<file path="src/rtl/sound_ch1_sequencer.sv">
// rtl/sound_ch1_sequencer.sv - channel 1 register file, trigger and frame/tone enable sequencer
module sound_ch1_sequencer #(
    parameter int PRESCALE = 8192,
    parameter int TONE_DIV = 32
) (
    input  logic       iClock,
    input  logic       iReset,
    input  logic       iPowerOn,
    input  logic       iWe,
    input  logic [2:0] iAddr,
    input  logic [7:0] iData,
    output logic [7:0] oReadData,
    output logic [7:0] oNR10,
    output logic [7:0] oNR11,
    output logic [7:0] oNR12,
    output logic [7:0] oNR13,
    output logic [7:0] oNR14,
    output logic       oTrigger,
    output logic       oLenTick,
    output logic       oSweepTick,
    output logic       oEnvTick,
    output logic       oToneTick,
    output logic [2:0] oStep
);

    localparam int PW = (PRESCALE > 1) ? $clog2(PRESCALE) : 1;
    localparam int TW = (TONE_DIV > 1) ? $clog2(TONE_DIV) : 1;

    logic [PW-1:0] prescaleCnt;
    logic [TW-1:0] toneCnt;
    logic          frameWrap;
    logic          toneWrap;
    logic          writeEn;

    assign frameWrap = (prescaleCnt == PW'(PRESCALE - 1));
    assign toneWrap  = (toneCnt == TW'(TONE_DIV - 1));
    assign writeEn   = iWe && iPowerOn && (iAddr <= 3'd4);

    // Power-off behaves exactly like reset, held for as long as it lasts.
    always_ff @(posedge iClock) begin
        if (iReset || !iPowerOn) begin
            oNR10       <= 8'h00;
            oNR11       <= 8'h00;
            oNR12       <= 8'h00;
            oNR13       <= 8'h00;
            oNR14       <= 8'h00;
            oTrigger    <= 1'b0;
            oLenTick    <= 1'b0;
            oSweepTick  <= 1'b0;
            oEnvTick    <= 1'b0;
            oToneTick   <= 1'b0;
            oStep       <= 3'd0;
            prescaleCnt <= '0;
            toneCnt     <= '0;
        end else begin
            if (writeEn) begin
                case (iAddr)
                    3'd0:    oNR10 <= iData;
                    3'd1:    oNR11 <= iData;
                    3'd2:    oNR12 <= iData;
                    3'd3:    oNR13 <= iData;
                    3'd4:    oNR14 <= {1'b0, iData[6:0]};
                    default: ;
                endcase
            end
            oTrigger <= writeEn && (iAddr == 3'd4) && iData[7];

            prescaleCnt <= frameWrap ? '0 : prescaleCnt + PW'(1);
            if (frameWrap) begin
                oStep <= oStep + 3'd1;
            end
            // Enables decode the step being left, not the one being entered.
            oLenTick   <= frameWrap && !oStep[0];
            oSweepTick <= frameWrap && (oStep[1:0] == 2'b10);
            oEnvTick   <= frameWrap && (oStep == 3'd7);

            toneCnt   <= toneWrap ? '0 : toneCnt + TW'(1);
            oToneTick <= toneWrap;
        end
    end

    always_comb begin
        oReadData = 8'hFF;
        case (iAddr)
            3'd0:    oReadData = {1'b1, oNR10[6:0]};
            3'd1:    oReadData = {oNR11[7:6], 6'h3F};
            3'd2:    oReadData = oNR12;
            3'd3:    oReadData = 8'hFF;
            3'd4:    oReadData = {1'b1, oNR14[6], 6'h3F};
            default: oReadData = 8'hFF;
        endcase
    end

endmodule

</file>
<file path="config.mk">
export PLATFORM = sky130hd
export DESIGN_NAME = sound_ch1_sequencer
export DESIGN_NICKNAME = d
export VERILOG_FILES = /design/src/rtl/sound_ch1_sequencer.sv
export SDC_FILE = /design/constraint.sdc
export NUM_CORES = 1
export LEC_CHECK = 0
export CAP_MARGIN = 20
export CORE_ASPECT_RATIO = 1.1
export CORE_MARGIN = 2
export CORE_UTILIZATION = 45
export CTS_BUF_LIST = sky130_fd_sc_hd__clkbuf_4
export DETAILED_ROUTE_END_ITERATION = 10
export PLACE_DENSITY = 0.74
export SKIP_LAST_GASP = 1
export SLEW_MARGIN = 20
export SYNTH_ARGS = -nofsm -noshare
export SYNTH_HDL_FRONTEND = slang
export SYNTH_SLANG_ARGS = --single-unit
</file>
<file path="constraint.sdc">
create_clock -name iClock -period 3.1 [get_ports iClock]
set_clock_uncertainty 0.15 [all_clocks]
set_input_delay 0.465 -clock iClock [delete_from_list [all_inputs] [get_ports iClock]]
set_output_delay 0.465 -clock iClock [all_outputs]
set_load 0.02 [all_outputs]
</file>
==> flow_summary.toml <==
[status]
status = "finished clean"

[global_routing]
antenna_found_initial = 0
grt_max_degree = 25
grt_pass1_wl_um = 11600
first_global_vias = 2425
grt.overflow.total = 0
grt_usage = 0.218

[clocking]
postCtsHoldBufs = 0
cts_setup_buffers = 0
htree_levels = 3
cts_sinks = 65
path_clk_slew_ns = 0.09
cts_resized = 0
cts_tree = "done"
cts_buffers = 9
clockBufferDepth = 2
insertion_delay_ns = 0.40
clock_tree.root_cell = "clkbuf_4"

[detailed_routing]
routed_wl_um = 7280
wire_per_inst_um = 15.3
drtIter0Drc = 165
vias_per_cell = 5.50
ant_nets = 0
num_vias = 2620
drc = 0
drt-pass1-iter-count = 4

[yosys]
netlist_instances = 322
synthArstFlopShare = 0
synth_nets = 343
yosysMostFrequentCell = "dfxtp_1"
ys.warnings.count = 0
yosysTopAreaCellShare = 0.466
ys_seq_area_frac = 0.466
yosys_register_bits = 65
syn_area_per_cell_um2 = 8.67
synth_common_cells = "dfxtp_1, a21oi_1, nand3_1, o21ai_0, clkbuf_1"
ys.flop_type = "dfxtp_1"
yosys.area.top_type = "dfxtp_1"
synthTopCellsByArea = "dfxtp_1, a21oi_1, nand3_1"
ys_types = 45
synth_edf_count = 0
netlist_area_mm2 = 0.00279

[sta]
hold_viol_final = 0
setup_viol = 0
drv_slew = 0
fmaxAchievable_mhz = 359
tns_ns = 0
worstMarginPinSlew_ns = 0.684
rsz0062_at_grt = "no"
max_slew_margin = 0.543
min_period_ns = 2.78
finalCritPeriodShare = 0.898

[power]
cellPowerDensity_mw_per_mm2 = 431
ir_worst_vdd_mv = 0.245
power.leakage_nw = 1.27

[final_layout]
multi_input_area_mm2 = 0.00136
drive_gt1_frac = 0.0859
diodes = 0
fin_cells = 476
n_fill_cell = 574
nets = 412
ff_latch_area_mm2 = 0.00130
syn_to_final_growth_pct = 34.2

[placement]
dp.cells = 460
gp_congestion = 0.823
io_buffers = 69
place_hpwl_um = 5140

[flow_run]
cap_violations = 0

[critical_path]
cp.arrival_ns = 2.17
critPathRequiredTime_ns = 2.48
path_class = "input port to output pin"
timing.critical_path.to_type = "output pin"
startpoint_type = "input port"
cp_max_fo = 13

[die]
die_w_um = 79.1
coreArea_mm2 = 0.00608
die_area_mm2 = 0.00685
initial_core_util = 0.459
ioPinCount = 71
die_h_um = 86.6
row_count = 30

[worst_hold_path]
min_path_type = "flop to flop"
[worst paths after layout]
kind | start | end | slack [ns] | cells after the start
worst max register to register | prescaleCnt[0] | oStep[1] | 1.30 | 5
worst max-delay path | iAddr[2] | oReadData[6] | 0.32 | 6
worst min-delay path | toneCnt[0] | toneCnt[0] | 0.33 | 1
worst min register to register | toneCnt[0] | toneCnt[0] | 0.33 | 1
[cell usage in the layout, fill, tap and decap left out, types with 3 or more instances in the layout]
master           count
a21oi_1             45
and2_1               5
buf_4               11
clkbuf_4            12
clkdlybuf4s50_1     69
dfxtp_1             65
ha_1                 6
inv_1                8
mux2i_1              7
nand2_1             15
nand2b_1             4
nand3_1             44
nor2_1               7
nor2b_1              3
nor3_1               6
o21ai_0             42
o2bb2ai_1            3
o31ai_1              3
xor2_1               3
[cells by family after synthesis]
kind of cell | after synthesis | share of synthesized area
mux | 8 | 0.0291
fa+ha+maj | 6 | 0.0269
compound gates | 100 | 0.196
other cells | 1 | 0.00134
xor+xnor | 5 | 0.0157
flops | 65 | 0.466
buf+inv | 31 | 0.0453
simple gates | 106 | 0.220
[area by class of cell]
cell class	count	area share
inverter	8	0.00802
clock buffer	12	0.0241
timing repair buffer	81	0.212
clock inverter	4	0.0180
multi-input combinational	226	0.364
sequential	65	0.347
tap	80	0.0267
[sequential cells by signal (all words and copies together), names as in the netlist]
signal / count
oLenTick: 1
oStep: 3
toneCnt: 5
oSweepTick: 1
prescaleCnt: 13
oNR14: 7
oNR11: 8
oTrigger: 1
oToneTick: 1
oNR10: 8
oEnvTick: 1
oNR13: 8
oNR12: 8
[stage by stage]
| step | instance area (µm²) | util | power, mW | setup WS [ns] | hold WS [ns] |
|---|---|---|---|---|---|
| final | 3740 | 0.616 | 1.62 | 0.317 | 0.327 |
| after global routing | 3740 | 0.616 | 1.68 | 0.184 | 0.361 |
| after CTS | 3740 | 0.616 | 1.63 | 0.334 | 0.330 |
| after detailed placement | 3590 | 0.590 | 1.00 | 0.345 | 0.316 |
| after global placement | 3590 | 0.590 | 0.999 | 0.359 | 0.304 |
| after floorplan | 2790 | - | 0.932 | 1.17 | 0.282 |
[power by group]
part | internal [mW] | leakage (nW) | switching [mW]
logic | 0.0555 | 0.661 | 0.0851
clock network | 0.350 | 0.0866 | 0.281
registers | 0.839 | 0.524 | 0.00376
[routing by layer]
metal	GRT usage	wire [µm]	up-vias
met4	0.0940	123	0
met3	0.0625	605	9
met5	0	0	-
met2	0.367	3580	102
li1	-	-	1299
met1	0.260	2970	1210
[worst max-delay path, stage by stage]
cell and delay (ns):
clkdlybuf4s50_1 0.51, buf_4 0.20, nand2b_1 0.12, o22ai_1 0.07
o21ai_0 0.16, clkdlybuf4s50_1 0.65
No activity file was read; power rests on OpenSTA's default activity.
